**src/rtl/uart_arb_pkg.sv**
```systemverilog
// Shared definitions for the UART transmit arbiter: FSM encoding, ACK watchdog
// length and a constant-width helper.
package uart_arb_pkg;

  typedef logic [1:0] state_t;

  localparam state_t IDLE      = 2'd0;
  localparam state_t WAIT_ACK  = 2'd1;
  localparam state_t WAIT_DONE = 2'd2;

  // Cycles without tx_busy after tx_start before the byte is assumed sent.
  localparam int ACK_TIMEOUT = 4;

  function automatic int clog2(input int value);
    int result;
    result = 0;
    while ((1 << result) < value) begin
      result++;
    end
    return (result < 1) ? 1 : result;
  endfunction

endpackage

```
**src/rtl/rr_pick.sv**
```systemverilog
// Combinational round-robin picker: the first set request strictly after the
// last-served pointer, wrapping to index 0.
module rr_pick #(
  parameter int N = 4,
  parameter int W = 2
) (
  input  logic [N-1:0] req_i,
  input  logic [W-1:0] ptr_i,
  output logic [W-1:0] idx_o,
  output logic         any_o
);

  logic [N-1:0] above_ptr;
  logic [N-1:0] upper;
  logic [N-1:0] pool;

  generate
    for (genvar gi = 0; gi < N; gi++) begin : g_mask
      assign above_ptr[gi] = (W'(gi) > ptr_i);
    end
  endgenerate

  // Requests above the pointer win; otherwise wrap and take the lowest one.
  assign upper = req_i & above_ptr;
  assign pool  = (|upper) ? upper : req_i;
  assign any_o = |req_i;

  always_comb begin
    idx_o = '0;
    for (int k = N - 1; k >= 0; k--) begin
      if (pool[k]) begin
        idx_o = W'(k);
      end
    end
  end

endmodule

```
**src/rtl/uart_tx_arbiter.sv**
```systemverilog
// Shares one UART byte transmitter between NUM_REQ requesters with round-robin
// arbitration and per-message locking, plus a stall timeout that revokes a lock.
module uart_tx_arbiter
  import uart_arb_pkg::*;
#(
  parameter int NUM_REQ      = 4,
  parameter int LOCK_TIMEOUT = 1000000,
  parameter int ID_W         = 2
) (
  input  logic                 clk_i,
  input  logic                 reset_ni,
  input  logic [NUM_REQ-1:0]   req_valid_i,
  input  logic [8*NUM_REQ-1:0] req_data_i,
  input  logic [NUM_REQ-1:0]   req_last_i,
  output logic [NUM_REQ-1:0]   req_ready_o,
  output logic                 tx_start_o,
  output logic [7:0]           tx_data_o,
  input  logic                 tx_busy_i,
  output logic [ID_W-1:0]      grant_id_o,
  output logic                 locked_o,
  output logic                 timeout_evt_o
);

  localparam int LCNT_W = clog2(LOCK_TIMEOUT);
  localparam int ACNT_W = clog2(ACK_TIMEOUT);

  state_t            state_q, state_d;
  logic              run_q;
  logic              tx_start_q, tx_start_d;
  logic [7:0]        tx_data_q, tx_data_d;
  logic [ID_W-1:0]   grant_q, grant_d;
  logic              locked_q, locked_d;
  logic              tevt_q, tevt_d;
  logic [ID_W-1:0]   ptr_q, ptr_d;
  logic [LCNT_W-1:0] lcnt_q, lcnt_d;
  logic [ACNT_W-1:0] acnt_q, acnt_d;

  logic [ID_W-1:0]   rr_idx;
  logic              rr_any;
  logic [ID_W-1:0]   win_idx;
  logic              win_valid;
  logic [7:0]        win_data;
  logic              win_last;
  logic              accept;
  logic              stall;

  rr_pick #(
    .N (NUM_REQ),
    .W (ID_W)
  ) u_pick (
    .req_i (req_valid_i),
    .ptr_i (ptr_q),
    .idx_o (rr_idx),
    .any_o (rr_any)
  );

  // A held lock pins the candidate to the locked requester.
  assign win_idx   = locked_q ? grant_q : rr_idx;
  assign win_valid = locked_q ? req_valid_i[grant_q] : rr_any;
  assign win_data  = req_data_i[{win_idx, 3'b000} +: 8];
  assign win_last  = req_last_i[win_idx];

  // run_q keeps ready low while reset is asserted.
  assign accept = run_q && (state_q == IDLE) && win_valid && !tx_busy_i;
  assign stall  = (state_q == IDLE) && locked_q && !req_valid_i[grant_q];

  generate
    for (genvar gi = 0; gi < NUM_REQ; gi++) begin : g_ready
      assign req_ready_o[gi] = accept && (win_idx == ID_W'(gi));
    end
  endgenerate

  always_comb begin
    state_d    = state_q;
    tx_start_d = 1'b0;
    tx_data_d  = tx_data_q;
    grant_d    = grant_q;
    locked_d   = locked_q;
    tevt_d     = 1'b0;
    ptr_d      = ptr_q;
    lcnt_d     = lcnt_q;
    acnt_d     = acnt_q;
    case (state_q)
      IDLE: begin
        if (accept) begin
          tx_start_d = 1'b1;
          tx_data_d  = win_data;
          grant_d    = win_idx;
          state_d    = WAIT_ACK;
          acnt_d     = '0;
          lcnt_d     = '0;
          locked_d   = !win_last;
          if (win_last) begin
            ptr_d = win_idx;
          end
        end else if (stall) begin
          if (lcnt_q == LCNT_W'(LOCK_TIMEOUT - 1)) begin
            locked_d = 1'b0;
            tevt_d   = 1'b1;
            ptr_d    = grant_q;
            lcnt_d   = '0;
          end else begin
            lcnt_d = lcnt_q + 1'b1;
          end
        end
      end
      WAIT_ACK: begin
        // A transmitter that never raises busy must not hang the arbiter.
        if (tx_busy_i) begin
          state_d = WAIT_DONE;
        end else if (acnt_q == ACNT_W'(ACK_TIMEOUT - 1)) begin
          state_d = IDLE;
        end else begin
          acnt_d = acnt_q + 1'b1;
        end
      end
      WAIT_DONE: begin
        if (!tx_busy_i) begin
          state_d = IDLE;
        end
      end
      default: state_d = IDLE;
    endcase
  end

  always_ff @(posedge clk_i or negedge reset_ni) begin
    if (!reset_ni) begin
      state_q    <= IDLE;
      run_q      <= 1'b0;
      tx_start_q <= 1'b0;
      tx_data_q  <= '0;
      grant_q    <= '0;
      locked_q   <= 1'b0;
      tevt_q     <= 1'b0;
      ptr_q      <= ID_W'(NUM_REQ - 1);
      lcnt_q     <= '0;
      acnt_q     <= '0;
    end else begin
      state_q    <= state_d;
      run_q      <= 1'b1;
      tx_start_q <= tx_start_d;
      tx_data_q  <= tx_data_d;
      grant_q    <= grant_d;
      locked_q   <= locked_d;
      tevt_q     <= tevt_d;
      ptr_q      <= ptr_d;
      lcnt_q     <= lcnt_d;
      acnt_q     <= acnt_d;
    end
  end

  assign tx_start_o    = tx_start_q;
  assign tx_data_o     = tx_data_q;
  assign grant_id_o    = grant_q;
  assign locked_o      = locked_q;
  assign timeout_evt_o = tevt_q;

endmodule

```
**config.mk**
```make
export PLATFORM = sky130hd
export DESIGN_NAME = uart_tx_arbiter
export DESIGN_NICKNAME = d
export VERILOG_FILES = /design/src/rtl/uart_arb_pkg.sv /design/src/rtl/rr_pick.sv /design/src/rtl/uart_tx_arbiter.sv
export SDC_FILE = /design/constraint.sdc
export NUM_CORES = 1
export LEC_CHECK = 0
export CAP_MARGIN = 20
export CORE_UTILIZATION = 30
export CTS_BUF_LIST = sky130_fd_sc_hd__clkbuf_4 sky130_fd_sc_hd__clkbuf_8
export DETAILED_ROUTE_END_ITERATION = 7
export PLACE_DENSITY = 0.64
export SYNTH_ARGS = -nofsm -noshare
export SYNTH_HDL_FRONTEND = slang
export SYNTH_SLANG_ARGS = --single-unit
```
**constraint.sdc**
```tcl
create_clock -name clk_i -period 2.4 [get_ports clk_i]
set_input_delay 0.48 -clock clk_i [delete_from_list [all_inputs] [get_ports clk_i]]
set_output_delay 0.48 -clock clk_i [all_outputs]
set_load 0.1 [all_outputs]
```
==> impl_metrics.csv <==
group,metric,value,unit
clock_tree,clkLatencyLatePin,300,ps
finish,synthToLayoutAreaGrowth,59.5,%
synthesis,ys_async_sr_fraction,100,%
sta,min_period,2600,ps
worst_setup_path,critPathArrivalTime,2120,ps
sta,skew,6.69,ps
clock_tree,cts_made_buffers,5,
worst_setup_path,end_kind,"primary output",
drt,wl,6.24,mm
synthesis,ys_seq_area_share,43.4,%
outcome,status,"finished with violations",
placement,dp_hpwl,4.36,mm
drt,firstDrtPassIters,4,
worst_setup_path,path_common_cell,"nand2_4",
clock_tree,cts_max_level,2,
synthesis,synth_flop_cell,"dfrtp_1",
grt,antenna_found_initial,0,
drt,drc,0,
synthesis,syn_nets,304,
drt,drt_iter0_markers,76,
grt,grt-ovfl-total,0,
clock_tree,hold_buffers,0,
sta,drv_slew,0,
clock_tree,cts_tree,"done",
power_and_ir_drop,power_frac_comb,62.2,%
grt,grtUsageTotal,16.0,%
worst_setup_path,cp.required,1920,ps
power_and_ir_drop,p_sw_share,48.2,%
clock_tree,clk_path_buf_depth,2,
die,start_util,31.5,%
synthesis,synth-edff-count,0,
die,io_pins,60,
finish,final_common_cell,"buf_4",
finish,fin_area,3690,sq um
worst_setup_path,critPathMaxFanout,3,
die,row_count,31,
worst_setup_path,cp_cell_sequence,"dlygate4sd2_1 > mux4_2 > nand2b_4 > nand3b_1 > inv_2 > nand2_4 > nand2_4 > nor3_4 > buf_12",
power_and_ir_drop,pwr-share-clk,13.4,%
finish,nets,408,
worst_setup_path,cp_slowest_cell,"mux4_2",
sta,rsz0062_at_grt,"yes",
power_and_ir_drop,p_leak,0.00168,uW
sta,max_freq,385,MHz
power_and_ir_drop,p_switching,2030,uW
grt,grt_max_degree,18,
placement,port_buffers,59,
synthesis,synth-seq-cells,40,
placement,postPlaceCellArea,3310,sq um
sta,finalWorstSetupSlack,-199,ps
synthesis,avgSynthCellArea,8.92,sq um
clock_tree,clkTransAtPathRegs,90,ps
power_and_ir_drop,internal_power,2180,uW
power_and_ir_drop,power,4210,uW
worst_setup_path,critical_path_class,"primary input to primary output",
sta,hold_viol_final,0,
worst_hold_path,hp-class,"primary input to asynchronous set/reset pin",
finish,layout_common_cells,"buf_4, clkdlybuf4s50_1, dfrtp_1, nand2_1, nor2_1",
worst_setup_path,start_kind,"primary input",
worst_setup_path,critPathMaxStageDelay,500,ps
die,die_h,89.8,microns
drt,wl_per_cell,13.5,microns
drt,antenna_left,0,
outcome,violations,"setup timing",
sta,period_share,108,%
sta,setup_viol,12,
run,max_cap_viol_count,0,
clock_tree,cts_sinks,40,
die,core_area,7330,sq um
synthesis,syn_area,2310,sq um
finish,drive_gt1_share,33.2,%
die,die-width,89.8,microns
placement,gp_congestion,0.803,
clock_tree,cts-root-buf,"clkbuf_8",
drt,routed_via_density,4.83,
finish,num_antenna_cells,0,
synthesis,netlist_instances,259,
grt,grt_pass1_vias,2247,
drt,num_vias,2237,
power_and_ir_drop,max-vdd-ir-drop,0.940,mV
synthesis,yosysWarnings,0,
grt,grt_pass1_wl,10.5,mm
power_and_ir_drop,p_per_area,1140,nW/um^2
synthesis,ys_types,45,
power_and_ir_drop,p_seq_share,24.4,%
die,die-area,8060,sq um
path summary, 6_finish.rpt:
kind                             endpoint  cells past startpoint  slack, ps      startpoint
max                        req_ready_o[3]                      9       -200  req_valid_i[3]
min                            lcnt_q[12]                      1         90        reset_ni
max reg2reg                    lcnt_q[14]                      7       -120   grant_id_o[1]
min reg2reg                     lcnt_q[5]                      1        500       lcnt_q[5]
max in group asynchronous        ptr_q[0]                      2       1720        reset_ni
min in group clk_i              lcnt_q[5]                      1        500       lcnt_q[5]
synth_stat cells (2+ instances only):
| cell type | count | area, sq um |
|---|---|---|
| inv_1 | 19 | 71.3 |
| nand2b_1 | 6 | 37.5 |
| o211ai_1 | 10 | 75.1 |
| nor3_1 | 9 | 45.0 |
| nand3_1 | 5 | 25.0 |
| o21a_1 | 3 | 22.5 |
| dfrtp_1 | 38 | 951 |
| nand4_1 | 7 | 43.8 |
| xor2_1 | 7 | 61.3 |
| xnor2_1 | 2 | 17.5 |
| mux2i_1 | 8 | 80.1 |
| mux2_2 | 10 | 113 |
| dfstp_2 | 2 | 52.6 |
| a21oi_1 | 9 | 45.0 |
| ha_1 | 2 | 25.0 |
| nor3b_1 | 2 | 15.0 |
| a211o_1 | 2 | 17.5 |
| and3_1 | 4 | 25.0 |
| o31ai_1 | 3 | 22.5 |
| nand2_1 | 29 | 109 |
| nor2b_1 | 2 | 12.5 |
| clkbuf_1 | 6 | 22.5 |
| or3_1 | 5 | 31.3 |
| nor2_1 | 26 | 97.6 |
| o21ai_0 | 23 | 115 |
stage by stage:
stage                     hold slack (ps)  std cells  setup WS [ps]  TNS [ps]  util, %
final                                86.1        463           -199     -1170     50.3
after global routing                  114        463           -276     -2610     50.3
after CTS                            99.3        455           -195      -663     48.2
after detailed placement              425        443           -562    -13070     45.2
after global placement                426        443           -526    -11630     45.2
after floorplan                       184        259           -676     -3530        -
logic make-up (layout without fill, tap and decap cells):
family / Yosys count / after routing / share of synthesized area [%]
AO/OA/AOI/OAI: 58 / 58 / 15.9
AND/OR/NAND/NOR: 103 / 104 / 22.0
flip-flops: 40 / 40 / 43.4
XOR/XNOR: 9 / 9 / 3.41
buffers and inverters: 27 / 131 / 4.76
other: 1 / 1 / 0.162
adder cells (fa/ha/maj): 2 / 2 / 1.08
multiplexers: 19 / 19 / 9.31
routing by layer:
layer	part of all wire [%]	routed length (microns)	GRT usage (%)	up-vias
li1	-	-	-	1123
met2	49	3050	26.5	44
met1	46	2860	21.3	1061
met3	3.7	231	2.71	9
met4	1.6	98	5.33	0
met5	0	0	0	-
state kept, by name (all words and copies together) (netlist names):
| register | flops |
|---|---|
| state_q | 2 |
| timeout_evt_o | 1 |
| lcnt_q | 20 |
| grant_id_o | 2 |
| locked_o | 1 |
| ptr_q | 2 |
| acnt_q | 2 |
| tx_start_o | 1 |
| run_q | 1 |
| tx_data_o | 8 |
final cells by class:
class                           instances  area [sq um]
Fill cell                             673          3640
Tap cell                               99           124
Inverter                               19          71.3
Clock inverter                          3          42.5
Sequential cell                        40          1010
Multi-Input combinational cell        193          1390
Clock buffer                            5          68.8
Timing Repair Buffer                  104           977
worst max-delay path, delay by kind of cell:
| kind | cells | cell delay, ps |
|---|---|---|
| muxes | 1 | 500 |
| and+or+nand+nor | 5 | 590 |
| buffers and inverters | 3 | 550 |
power groups by stage:
stage | sequential (uW) | combinational (uW) | clock (uW)
after floorplan | 1700 | 1030 | 0
after global placement | 1020 | 2450 | 0
after detailed placement | 1030 | 2470 | 0
after CTS | 1020 | 2560 | 569
after global routing | 1060 | 2810 | 606
final | 1030 | 2620 | 566
what timing repair did:
item / CTS / global route
pin swaps: 6 / 15
cloned: 1 / 1
buffers inserted: 3 / 7
gates resized for setup: 17 / 28
endpoints found under the setup margin: 28 / 17
(Power assumes the default switching activity.)
